## config.mk

```make
export PLATFORM = sky130hd
export DESIGN_NAME = pdp8_ttin
export DESIGN_NICKNAME = d
export VERILOG_FILES = /design/src/rtl/pdp8_pkg.sv /design/src/rtl/pdp8_uart_rx.sv /design/src/rtl/pdp8_ttin.sv
export SDC_FILE = /design/constraint.sdc
export NUM_CORES = 1
export LEC_CHECK = 0
export CAP_MARGIN = 20
export CORE_MARGIN = 8
export CORE_UTILIZATION = 48
export CTS_BUF_LIST = sky130_fd_sc_hd__clkbuf_8
export DETAILED_ROUTE_END_ITERATION = 7
export GPL_ROUTABILITY_DRIVEN = 1
export PLACE_DENSITY = 0.82
export SETUP_SLACK_MARGIN = 0.15
export SKIP_LAST_GASP = 1
export SLEW_MARGIN = 20
export SYNTH_ARGS = -nofsm -noshare
export SYNTH_HDL_FRONTEND = slang
export SYNTH_HIERARCHICAL = 1
export SYNTH_SLANG_ARGS = --single-unit
```

## constraint.sdc

```tcl
create_clock -name clk -period 3.15 [get_ports clk]
set_input_delay 0.4725 -clock clk [delete_from_list [all_inputs] [get_ports clk]]
set_output_delay 0.4725 -clock clk [all_outputs]
set_load 0.01 [all_outputs]
```

## src/rtl/pdp8_pkg.sv

```systemverilog
// Shared PDP-8 definitions: major-state codes, IOT device codes and the
// serial receiver state encoding used by the console keyboard interface.
package pdp8_pkg;

    localparam logic [3:0] F0 = 4'd0;
    localparam logic [3:0] F1 = 4'd1;
    localparam logic [3:0] F2 = 4'd2;
    localparam logic [3:0] F3 = 4'd3;

    localparam logic [5:0] DEV_TTIN  = 6'o03;
    localparam logic [5:0] DEV_TTOUT = 6'o04;

    // Oversample ticks within one bit: sample the start bit mid-way, then
    // every full bit time after that.
    localparam logic [3:0] TICK_START_MID = 4'd7;
    localparam logic [3:0] TICK_BIT_LAST  = 4'd15;
    localparam logic [2:0] DATA_BIT_LAST  = 3'd7;

    typedef enum logic [2:0] {
        RX_IDLE  = 3'd0,
        RX_START = 3'd1,
        RX_DATA  = 3'd2,
        RX_STOP  = 3'd3,
        RX_BREAK = 3'd4
    } rx_state_e;

    // Odd-one-out check on a 12-bit word; handy for bus sanity monitors.
    function automatic logic word_parity(input logic [11:0] w);
        return ^w;
    endfunction

endpackage

```

## src/rtl/pdp8_uart_rx.sv

```systemverilog
// 8N1 asynchronous receiver: two-flop synchronizer, oversample divider
// (restarted on start detect) and IDLE/START/DATA/STOP/BREAK sequencer.
module pdp8_uart_rx #(
    parameter int CLK_DIV = 27
) (
    input  logic       clk,
    input  logic       reset,
    input  logic       rxd,
    output logic [7:0] data,
    output logic       valid
);
    import pdp8_pkg::*;

    localparam int DIV_W = (CLK_DIV > 1) ? $clog2(CLK_DIV) : 1;
    localparam logic [DIV_W-1:0] DIV_LAST = DIV_W'(CLK_DIV - 1);

    logic             rx_meta_r;
    logic             rx_sync_r;
    logic             rx_prev_r;
    logic [DIV_W-1:0] div_r;
    rx_state_e        state_r;
    rx_state_e        state_next;
    logic [3:0]       cnt_r;
    logic [3:0]       cnt_next;
    logic [2:0]       bit_r;
    logic [2:0]       bit_next;
    logic [7:0]       shift_r;
    logic [7:0]       shift_next;
    logic             tick_s;
    logic             fall_s;
    logic             restart_s;
    logic             valid_s;

    assign tick_s = (div_r == DIV_LAST);
    assign fall_s = rx_prev_r & ~rx_sync_r;
    assign data   = shift_r;
    assign valid  = valid_s;

    // Bring the asynchronous line into the clk domain; rx_prev_r feeds edge detect.
    always_ff @(posedge clk) begin
        if (reset) begin
            rx_meta_r <= 1'b1;
            rx_sync_r <= 1'b1;
            rx_prev_r <= 1'b1;
        end else begin
            rx_meta_r <= rxd;
            rx_sync_r <= rx_meta_r;
            rx_prev_r <= rx_sync_r;
        end
    end

    // Free-running oversample divider, re-phased to the start edge.
    always_ff @(posedge clk) begin
        if (reset) begin
            div_r <= '0;
        end else if (restart_s) begin
            div_r <= '0;
        end else if (div_r == DIV_LAST) begin
            div_r <= '0;
        end else begin
            div_r <= div_r + {{(DIV_W-1){1'b0}}, 1'b1};
        end
    end

    // Receiver state register.
    always_ff @(posedge clk) begin
        if (reset) begin
            state_r <= RX_IDLE;
            cnt_r   <= 4'd0;
            bit_r   <= 3'd0;
            shift_r <= 8'h00;
        end else begin
            state_r <= state_next;
            cnt_r   <= cnt_next;
            bit_r   <= bit_next;
            shift_r <= shift_next;
        end
    end

    // Next-state logic; valid_s pulses in the tick cycle of a good stop bit.
    always_comb begin
        state_next = state_r;
        cnt_next   = cnt_r;
        bit_next   = bit_r;
        shift_next = shift_r;
        valid_s    = 1'b0;
        restart_s  = 1'b0;
        case (state_r)
            RX_IDLE: begin
                if (fall_s) begin
                    state_next = RX_START;
                    cnt_next   = 4'd0;
                    restart_s  = 1'b1;
                end else begin
                    state_next = RX_IDLE;
                end
            end
            RX_START: begin
                if (tick_s) begin
                    if (cnt_r == TICK_START_MID) begin
                        cnt_next   = 4'd0;
                        bit_next   = 3'd0;
                        state_next = rx_sync_r ? RX_IDLE : RX_DATA;
                    end else begin
                        cnt_next = cnt_r + 4'd1;
                    end
                end else begin
                    cnt_next = cnt_r;
                end
            end
            RX_DATA: begin
                if (tick_s) begin
                    if (cnt_r == TICK_BIT_LAST) begin
                        cnt_next   = 4'd0;
                        shift_next = {rx_sync_r, shift_r[7:1]};
                        if (bit_r == DATA_BIT_LAST) begin
                            state_next = RX_STOP;
                        end else begin
                            bit_next = bit_r + 3'd1;
                        end
                    end else begin
                        cnt_next = cnt_r + 4'd1;
                    end
                end else begin
                    cnt_next = cnt_r;
                end
            end
            RX_STOP: begin
                if (tick_s) begin
                    if (cnt_r == TICK_BIT_LAST) begin
                        cnt_next = 4'd0;
                        if (rx_sync_r) begin
                            valid_s    = 1'b1;
                            state_next = RX_IDLE;
                        end else begin
                            state_next = RX_BREAK;
                        end
                    end else begin
                        cnt_next = cnt_r + 4'd1;
                    end
                end else begin
                    cnt_next = cnt_r;
                end
            end
            RX_BREAK: begin
                // Counts consecutive high ticks; any low tick restarts the bit time.
                if (tick_s) begin
                    if (!rx_sync_r) begin
                        cnt_next = 4'd0;
                    end else if (cnt_r == TICK_BIT_LAST) begin
                        cnt_next   = 4'd0;
                        state_next = RX_IDLE;
                    end else begin
                        cnt_next = cnt_r + 4'd1;
                    end
                end else begin
                    cnt_next = cnt_r;
                end
            end
            default: begin
                state_next = RX_IDLE;
                cnt_next   = 4'd0;
                bit_next   = 3'd0;
            end
        endcase
    end

endmodule

```

## src/rtl/pdp8_ttin.sv

```systemverilog
// PDP-8 console keyboard (device 03): flag, receive buffer and IOT decode.
// Build option PDP8_TTIN_MARK_PARITY_EN forces bit 7 of each loaded character to 1.
module pdp8_ttin #(
    parameter int CLK_DIV = 27
) (
    input  logic        clk,
    input  logic        reset,
    input  logic        iot,
    input  logic [3:0]  state,
    input  logic [11:0] mb,
    input  logic [5:0]  io_select,
    input  logic [11:0] io_data_in,
    output logic [11:0] io_data_out,
    output logic        io_selected,
    output logic        io_data_avail,
    output logic        io_interrupt,
    output logic        io_skip,
    input  logic        rxd
);
    import pdp8_pkg::*;

    logic [7:0]  rx_data_s;
    logic        rx_valid_s;
    logic [7:0]  rx_load_s;
    logic [7:0]  rx_buf_r;
    logic        flag_r;
    logic        selected_s;
    logic        clear_s;
    logic [11:0] ac_term_s;
    logic        unused_mb;

    assign unused_mb = ^mb[11:3];

    pdp8_uart_rx #(
        .CLK_DIV (CLK_DIV)
    ) u_rx (
        .clk   (clk),
        .reset (reset),
        .rxd   (rxd),
        .data  (rx_data_s),
        .valid (rx_valid_s)
    );

`ifdef PDP8_TTIN_MARK_PARITY_EN
    logic unused_parity;
    assign unused_parity = rx_data_s[7];
    assign rx_load_s     = {1'b1, rx_data_s[6:0]};
`else
    assign rx_load_s = rx_data_s;
`endif

    assign selected_s = ~reset & iot & (state == F1) & (io_select == DEV_TTIN);
    assign clear_s    = selected_s & mb[1];
    assign ac_term_s  = clear_s ? 12'o0000 : io_data_in;

    // IOT response is combinational within the F1 cycle.
    always_comb begin
        io_selected = 1'b0;
        io_skip     = 1'b0;
        io_data_out = io_data_in;
        if (selected_s) begin
            io_selected = 1'b1;
            io_skip     = mb[0] & flag_r;
            io_data_out = mb[2] ? (ac_term_s | {4'b0000, rx_buf_r}) : ac_term_s;
        end else begin
            io_selected = 1'b0;
            io_skip     = 1'b0;
            io_data_out = io_data_in;
        end
    end

    // Receive buffer; an unread character is simply overwritten.
    always_ff @(posedge clk) begin
        if (reset) begin
            rx_buf_r <= 8'h00;
        end else if (rx_valid_s) begin
            rx_buf_r <= rx_load_s;
        end else begin
            rx_buf_r <= rx_buf_r;
        end
    end

    // Keyboard flag: a completing character wins over a same-cycle clear.
    always_ff @(posedge clk) begin
        if (reset) begin
            flag_r <= 1'b0;
        end else if (rx_valid_s) begin
            flag_r <= 1'b1;
        end else if (clear_s) begin
            flag_r <= 1'b0;
        end else begin
            flag_r <= flag_r;
        end
    end

    assign io_interrupt  = flag_r;
    assign io_data_avail = 1'b1;

endmodule

```

==> Implementation_results.wiki, run 1 <==
{| class="wikitable"
! Metric !! Value
|-
| Number of nets still failing antenna checks after routing || 0
|-
| Number of sinks driven by the clock tree || 35
|-
| Outcome || finished clean
|-
| Largest net degree at the start of global routing || 31
|-
| Via count of the first global-routing pass || about 1500
|-
| Sequential power share || between 50% and 60%
|-
| Number of antenna cells inserted || 0
|-
| Psw || between 150 and 200 uW
|-
| RSZ-0062 raised after global routing || true
|-
| CP max-delay cell || or4_4
|-
| Area occupied by multi-input gates || between 900 and 1000 um2
|-
| Area of the mapped netlist || 1780 um2
|-
| Count of cells along the worst register-to-register path || 7
|-
| Highest achievable clock rate || 337 MHz
|-
| Rel. slew slack || 64.7%
|-
| Warnings, synthesis || 6
|-
| Number of flops mapped to enable cells by yosys || 0
|-
| Max capacitance violation total || 0
|-
| Deepest clock path buffer count || 2
|-
| Number of distinct library cell variants in the gate-level netlist after synthesis || 49
|-
| Average cell area after synthesis || between 9 and 10 um2
|-
| Critical path depth in cells || 5
|-
| Flops & latches, synth || 35
|-
| DRC violations left || 0
|-
| CTS H-Tree Depth || 2
|-
| Setup slack of the critical path after layout || 0.182 ns
|-
| Highest fanout seen on the critical path || 6
|-
| Sequential Area || approximately 700 um2
|-
| Worst min path class || flop to flop
|-
| Delay of the slowest cell on the worst path || roughly 0.57 ns
|-
| Filler instances || 321
|-
| Fraction of power consumed by the clock network || roughly a third
|-
| Max-slew violation count || 0
|-
| Antenna violations before repair || 0
|-
| Leakage power of the design || ~0.97 nW
|-
| Startpoint type of the worst setup path || input pin
|-
| Clock transition at the registers of the reported paths || ~0.07 ns
|-
| Layout Area Growth over Synthesis || 31.3%
|-
| Insertion delay of the later-clocked pin in the worst-skew pair || 0.28 ns
|-
| Cell Pwr Density || around 360 nW/um2
|-
| Final core area utilization || roughly two thirds
|-
| Cells along the critical path || clkdlybuf4s50_1, or4bb_4, or4_4, and2_1, dlygate4sd2_1
|-
| Peak ir drop on the vdd network || between 0.0003 and 0.0004 V
|-
| Placement Rows || 22
|-
| Count of cells along the worst hold path || 1
|-
| Overflow left after global routing || 0
|-
| Core outline area || between 3000 and 4000 um2
|-
| Part of the Yosys area used for sequential elements || around two fifths
|-
| Routed len/inst || 14.3 um
|-
| Type of the worst setup path || input pin to output port
|-
| Hpwl dp || about 3000 um
|-
| End of the worst register-to-register path || rx_buf_r[4]
|-
| Worst slew pin tran || between 0.5 and 0.6 ns
|-
| Final Instance Area || about 2300 um2
|-
| Worst-case register-to-register setup slack || about 1.1 ns
|-
| Critical R2R Launch || u_rx/div_r[0]
|-
| Root Driver || clkbuf_8
|-
| Worst setup endpoint || io_data_out[10]
|-
| Vias after detailed routing || approximately 1500
|-
| CTS buffer count || 5
|-
| Iteration-0 DRC count of the detailed router || 78
|-
| Data required time of the worst path || roughly 2.7 ns
|-
| Overall routing resource usage || approximately 14%
|-
| Final-report setup violation count || 0
|-
| Number of standard cells after synthesis || 190
|-
| Sort of element at the end of the critical path || output port
|-
| Main area contributors after synthesis || dfxtp_1, mux2i_1, nor2_1, a22o_1, ha_1
|-
| Top-level I/O count || 54
|-
| Minimum period implied by the final worst setup slack || slightly below 3 ns
|-
| GPL Wtd Cong || around 0.84
|-
| Overall power after layout || around 850 uW
|-
| 1st-pass router iterations || 4
|-
| Via density per instance || approximately 5.3
|-
| Total routed wirelength || a little over 4000 um
|-
| Horizontal extent of the die || between 70 and 80 um
|-
| Pre-CTS setup slack || -0.177 ns
|-
| Part of the total power dissipated in combinational logic || between 10 and 15%
|-
| Switching share of power || 22.9%
|-
| Number of port buffers || 43
|-
| Largest clock skew in the final design || 0.00402 ns
|-
| Most used flip-flop cell after synthesis || dfxtp_1
|-
| Beginning of the critical path || io_select[0]
|-
| Internal power || around 650 uW
|-
| Post-Place Cells || 276
|-
| CP arrival || 2.50 ns
|-
| Starting utilization of the core area || approximately half
|-
| Area post-placement || between 2000 and 2500 um2
|-
| CP delay by family, top || simple AND/OR/NAND/NOR gates
|-
| Proportion of register bits with asynchronous set or reset after synthesis || 0%
|-
| Area share of the largest cell type after synthesis || 39.4%
|-
| First-pass GRT wire length || about 7100 um
|-
| Synthesized Nets || between 200 and 250
|-
| Number of endpoints with negative hold slack in the final report || 0
|-
| Clock tree from TritonCTS || built
|-
| Vertical die dimension || 76.8 um
|-
| Area leader, netlist || dfxtp_1
|-
| Die area || ~5900 um2
|-
| Share of the clock period used by the worst path after layout || between 90% and 100%
|-
| Share of post-route cells with drive strength above 1 || 15.4%
|-
| Number of buffer and inverter instances along the worst setup path || 2
|-
| NumNets Final || 282
|-
| Fin cells || about 290
|-
| Hold buffer count at CTS || 0
|}
[state kept, by name, indices dropped and copies added (netlist names)]
name	cells
rx_buf_r	8
u_rx/data	8
u_rx/div_r	5
u_rx/cnt_r	4
u_rx/bit_r	3
u_rx/state_r	3
io_interrupt	1
u_rx/rx_meta_r	1
u_rx/rx_prev_r	1
u_rx/rx_sync_r	1
[area by class of cell]
class                           instances  area share [%]
Multi-Input combinational cell        138            42.9
Sequential cell                        35            30.0
Timing Repair Buffer                   51            19.7
Clock buffer                            5            2.95
Tap cell                               48            2.58
Inverter                                8            1.29
Clock inverter                          3           0.536
[per-layer routing]
| metal | track usage (%) | vias to the layer above | wire [um] |
|---|---|---|---|
| met4 | 4.04 | 0 | 47 |
| met5 | 0 | - | 0 |
| li1 | - | 772 | - |
| met3 | 5.83 | 5 | 291 |
| met2 | 23.4 | 52 | 1820 |
| met1 | 17.0 | 701 | 1960 |
[what timing repair did]
action / 4_1_cts / 5_1_grt
setup endpoints to repair: 13 / 9
gates cloned: 1 / 0
gates resized for setup: 29 / 8
pin swaps: 6 / 3
setup buffers: 3 / 0
[cell usage after synthesis (2+ instances only)]
| cell | number |
|---|---|
| a2111oi_0 | 2 |
| a21oi_1 | 6 |
| a22o_1 | 8 |
| and2_1 | 4 |
| and3_1 | 3 |
| buf_4 | 4 |
| buf_6 | 3 |
| clkbuf_1 | 2 |
| dfxtp_1 | 35 |
| ha_1 | 5 |
| inv_1 | 8 |
| mux2i_1 | 18 |
| nand2_1 | 9 |
| nand3_1 | 10 |
| nor2_1 | 28 |
| nor2b_1 | 3 |
| nor3_1 | 2 |
| o21ai_0 | 5 |
| or2_2 | 3 |
| xor2_1 | 3 |
[power groups by stage]
| stage | combinational, mW | sequential [mW] | clock [mW] |
|---|---|---|---|
| final | 0.0939 | 0.455 | 0.299 |
| after global routing | 0.103 | 0.456 | 0.333 |
| after CTS | 0.0948 | 0.455 | 0.310 |
| after detailed placement | 0.0990 | 0.465 | 0 |
| after global placement | 0.0974 | 0.465 | 0 |
| after floorplan | 0.0454 | 0.462 | 0 |
[cell families after synthesis]
family	synth area share [%]
simple gates	24.7
other cells	0.211
mux	10.8
compound gates	13.4
fa+ha+maj	3.52
flops	39.4
buf+inv	5.99
xor+xnor	1.97
[metrics by stage]
stage / hold slack, ns / setup TNS [ns]
global route: 0.435 / 0
floorplan: 0.389 / 0
finish: 0.422 / 0
global placement: 0.392 / -1.50
CTS: 0.427 / 0
detailed placement: 0.409 / -1.65
[worst min-delay path by stage]
| stage | from | endpoint |
|---|---|---|
| after CTS | u_rx/rx_meta_r | u_rx/rx_sync_r |
| after detailed placement | u_rx/rx_meta_r | u_rx/rx_sync_r |
| after global routing | u_rx/rx_meta_r | u_rx/rx_sync_r |
| after floorplan | u_rx/rx_meta_r | u_rx/rx_sync_r |
| after global placement | u_rx/rx_meta_r | u_rx/rx_sync_r |
| final | u_rx/rx_meta_r | u_rx/rx_sync_r |
[placed cells by master (no fill, tap or decap), drive strengths merged, types with 2 or more instances in the layout]
cell type,instances
a2111oi,2
a21oi,6
a22o,8
and2,4
and3,3
buf,11
clkbuf,8
clkdlybuf4s15,2
clkdlybuf4s50,29
dfxtp,35
dlygate4sd2,5
ha,5
inv,10
mux2i,18
nand2,10
nand3,10
nand4b,2
nor2,29
nor2b,3
nor3,3
nor4,2
o21ai,6
or2,4
or4,2
or4b,2
xor2,3
Note: power is estimated with default switching activity, not from simulation.
==> inputs of run 2 (changes only) <==
--- a/config.mk
+++ b/config.mk
@@ -7,7 +7,7 @@
 export LEC_CHECK = 0
 export CAP_MARGIN = 20
 export CORE_MARGIN = 8
-export CORE_UTILIZATION = 48
+export CORE_UTILIZATION = 49
 export CTS_BUF_LIST = sky130_fd_sc_hd__clkbuf_8
 export DETAILED_ROUTE_END_ITERATION = 7
 export GPL_ROUTABILITY_DRIVEN = 1
@@ -17,5 +17,4 @@
 export SLEW_MARGIN = 20
 export SYNTH_ARGS = -nofsm -noshare
 export SYNTH_HDL_FRONTEND = slang
-export SYNTH_HIERARCHICAL = 1
 export SYNTH_SLANG_ARGS = --single-unit
==> run 2 against run 1 <==
Hold slack worse by 0.012 ns. Wire length up 5.9%. Register-to-register slack worse by 0.11 ns. Area after synthesis up 6.7%. Synthesized cell count up 7.4%. Cell count up 1.0%. Sequential power about the same. Largest cell class unchanged. Final area up 3.6%. Critical endpoint is now io_data_out[7]. Sequential share of layout area down 1.1 points. Count of clock-buffer cells in the layout unchanged. Global-route usage down 0.14 points.
==> Implementation_results.wiki, run 2 <==
{| class="wikitable"
! Metric !! Value
|-
| Hold buffer count at CTS || 0
|-
| Number of port buffers || between 40 and 50
|-
| Share of post-route cells with drive strength above 1 || around a tenth
|-
| CP arrival || around 2.4 ns
|-
| Top-level I/O count || 54
|-
| Number of distinct library cell variants in the gate-level netlist after synthesis || 50
|-
| Warnings, synthesis || 0
|-
| Max capacitance violation total || 0
|-
| Part of the Yosys area used for sequential elements || roughly 37%
|-
| Highest fanout seen on the critical path || 8
|-
| Hpwl dp || roughly 3200 um
|-
| CP max-delay cell || clkdlybuf4s50_1
|-
| Worst min path class || flop to flop
|-
| Number of endpoints with negative hold slack in the final report || 0
|-
| Area share of the largest cell type after synthesis || between 30% and 40%
|-
| Overflow left after global routing || 0
|-
| Starting utilization of the core area || roughly half
|-
| Total routed wirelength || roughly 4400 um
|-
| Most used flip-flop cell after synthesis || dfxtp_1
|-
| Number of buffer and inverter instances along the worst setup path || 2
|-
| CTS H-Tree Depth || 2
|-
| Number of antenna cells inserted || 0
|-
| DRC violations left || 0
|-
| Main area contributors after synthesis || dfxtp_1, mux2i_1, nor2_1, a22o_1, ha_1
|-
| Count of cells along the worst hold path || 1
|-
| Average cell area after synthesis || between 9 and 10 um2
|-
| Cells along the critical path || clkdlybuf4s50_1, nor4b_4, and3_1, and2_4, a22o_1, clkdlybuf4s50_1
|-
| Cell Pwr Density || 361 nW/um2
|-
| Horizontal extent of the die || about 78 um
|-
| Via density per instance || ~5.6
|-
| Proportion of register bits with asynchronous set or reset after synthesis || 0%
|-
| Worst-case hold path end point || u_rx.rx_sync_r
|-
| Area leader, netlist || dfxtp_1
|-
| Critical R2R Launch || u_rx.div_r[0]
|-
| Root Driver || clkbuf_8
|-
| RSZ-0062 raised after global routing || false
|-
| Via count of the first global-routing pass || about 1500
|-
| Core outline area || 3690 um2
|-
| Count of cells along the worst register-to-register path || 6
|-
| Number of sinks driven by the clock tree || 35
|-
| Delay of the slowest cell on the worst path || around 0.54 ns
|-
| Largest net degree at the start of global routing || 35
|-
| End of the worst register-to-register path || rx_buf_r[3]
|-
| Layout Area Growth over Synthesis || 27.5%
|-
| Leakage power of the design || 1.01 nW
|-
| CP dominant cell by count || clkdlybuf4s50_1
|-
| Routed len/inst || ~15 um
|-
| Final-report setup violation count || 0
|-
| Number of standard cells after synthesis || between 200 and 250
|-
| Worst slew pin tran || ~0.60 ns
|-
| Outcome || finished clean
|-
| Share of the clock period used by the worst path after layout || between 90% and 100%
|-
| First-pass GRT wire length || between 7000 and 8000 um
|-
| NumNets Final || 285
|-
| Leading cell type in the layout, fill and taps excluded || clkdlybuf4s50_1
|-
| Area of the mapped netlist || around 1900 um2
|-
| GPL Wtd Cong || about 0.87
|-
| Placement Rows || 22
|-
| Minimum period implied by the final worst setup slack || approximately 2.8 ns
|-
| CTS buffer count || 5
|-
| Insertion delay of the later-clocked pin in the worst-skew pair || about 0.30 ns
|-
| Number of nets still failing antenna checks after routing || 0
|-
| Final core area utilization || 65.5%
|-
| Rel. slew slack || about three fifths
|-
| Most common cell in the netlist || dfxtp_1
|-
| Die area || roughly 6100 um2
|-
| Overall routing resource usage || 14.3%
|-
| Worst-case register-to-register setup slack || 1.00 ns
|-
| Number of flops mapped to enable cells by yosys || 0
|-
| 1st-pass router iterations || 4
|-
| Commonest cells after routing, fill and taps aside || clkdlybuf4s50_1, dfxtp_1, nor2_1
|-
| Iteration-0 DRC count of the detailed router || between 100 and 150
|-
| Max-slew violation count || 0
|-
| Final setup TNS || 0 ns
|-
| Deepest clock path buffer count || 2
|-
| Clock tree from TritonCTS || built
|-
| CP delay by family, top || buffers and inverters
|-
| Startpoint of the tightest hold check path || u_rx.rx_meta_r
|-
| Vias after detailed routing || 1625
|-
| Most numerous cell types in the synthesized netlist || dfxtp_1, nor2_1, mux2i_1
|-
| Peak ir drop on the vdd network || between 0.0002 and 0.0003 V
|-
| Largest clock skew in the final design || 0.00762 ns
|-
| Highest achievable clock rate || 351 MHz
|-
| Synthesized Nets || 247
|-
| Vertical die dimension || 78.2 um
|-
| Startpoint type of the worst setup path || input pin
|-
| Type of the worst setup path || input pin to output port
|-
| Flops & latches, synth || 35
|-
| Clock transition at the registers of the reported paths || ~0.060 ns
|-
| Data required time of the worst path || 2.68 ns
|-
| Antenna violations before repair || 0
|-
| Sort of element at the end of the critical path || output port
|-
| Count of buffers added by post-CTS timing repair for setup || 0
|}
[run 2: changes by cell type after synthesis, sizes merged, moves of 3 or more]
cell,before,now
a211oi,0,4
a21oi,6,9
buf,7,11
nand2b,0,3
nand3,10,7
nand4,0,4
nor2,29,24
nor4b,0,3
o211ai,0,4
[run 2: where the power goes]
| group | internal, mW | leakage [nW] | switching, mW | total [mW] |
|---|---|---|---|---|
| combinational | 0.0622 | 0.684 | 0.0345 | 0.0967 |
| clock | 0.151 | 0.0453 | 0.169 | 0.320 |
| sequential | 0.448 | 0.283 | 0.00727 | 0.455 |
[run 2: final cells by class]
cell class / instances / area [um2]
sequential: 35 / 701
clock buffer: 5 / 68.8
tap: 48 / 60.1
timing repair buffer: 45 / 445
multi-input combinational: 148 / 1100
inverter: 7 / 26.3
fill: 295 / 1270
clock inverter: 3 / 16.3
[run 2: metrics by stage]
| step | power, mW | instances | worst slack [ns] | instance area [um2] | hold WS [ns] |
|---|---|---|---|---|---|
| global route | 0.907 | 291 | 0.176 | 2420 | 0.418 |
| CTS | 0.877 | 291 | 0.183 | 2390 | 0.410 |
| global placement | 0.558 | 283 | 0.109 | 2310 | 0.393 |
| finish | 0.872 | 291 | 0.304 | 2420 | 0.410 |
| detailed placement | 0.560 | 283 | 0.0880 | 2310 | 0.395 |
| floorplan | 0.506 | 204 | 1.08 | 1900 | 0.389 |
[run 2: how the worst max path moves through the flow]
stage,start,endpoint,slack [ns],cells after the start
global placement,io_select[3],io_data_out[0],0.11,6
global route,reset,io_data_out[1],0.18,6
finish,reset,io_data_out[7],0.30,6
floorplan,reset,io_data_out[0],1.08,6
detailed placement,io_select[2],io_data_out[1],0.09,6
CTS,io_select[2],io_data_out[1],0.18,6
[run 2: worst reg2reg max path: cells and delay by family (launching register included)]
family	cells	cell delay [ns]
fa+ha+maj	1	0.16
buf+inv	1	0.07
flops	1	0.34
mux	1	0.33
simple gates	3	1.14
[run 2: cell families (layout without fill, tap and decap cells)]
logic type / Yosys count / in the layout / synth area share (%)
AO/OA/AOI/OAI: 42 / 42 / 17.4
XOR/XNOR: 3 / 3 / 1.39
multiplexers: 16 / 16 / 8.45
AND/OR/NAND/NOR: 81 / 81 / 26.1
flip-flops: 35 / 35 / 37.0
other: 1 / 1 / 0.198
adder cells (fa/ha/maj): 5 / 5 / 3.30
buffers and inverters: 21 / 60 / 6.27
[run 2: layer usage]
layer / up-vias / global-route usage (%) / routed length (um)
met2: 52 / 22.4 / 2040
met1: 748 / 16.9 / 1940
met3: 8 / 4.21 / 301
met4: 0 / 8.33 / 85
met5: - / 0 / 0
li1: 817 / - / -
[run 2: timing repair]
item	in CTS	in global routing
endpoints found under the setup margin	8	8
gates cloned	0	0
hold endpoints to repair	0	0
gates resized for setup	1	4
==> inputs of run 3 (changes only) <==
--- a/config.mk
+++ b/config.mk
@@ -9,6 +9,7 @@
 export CORE_MARGIN = 8
 export CORE_UTILIZATION = 49
 export CTS_BUF_LIST = sky130_fd_sc_hd__clkbuf_8
+export CTS_CLUSTER_DIAMETER = 50
 export DETAILED_ROUTE_END_ITERATION = 7
 export GPL_ROUTABILITY_DRIVEN = 1
 export PLACE_DENSITY = 0.82
==> results of run 3 <==
No change in the layout: final DEF, timing and power equal those of run 2.
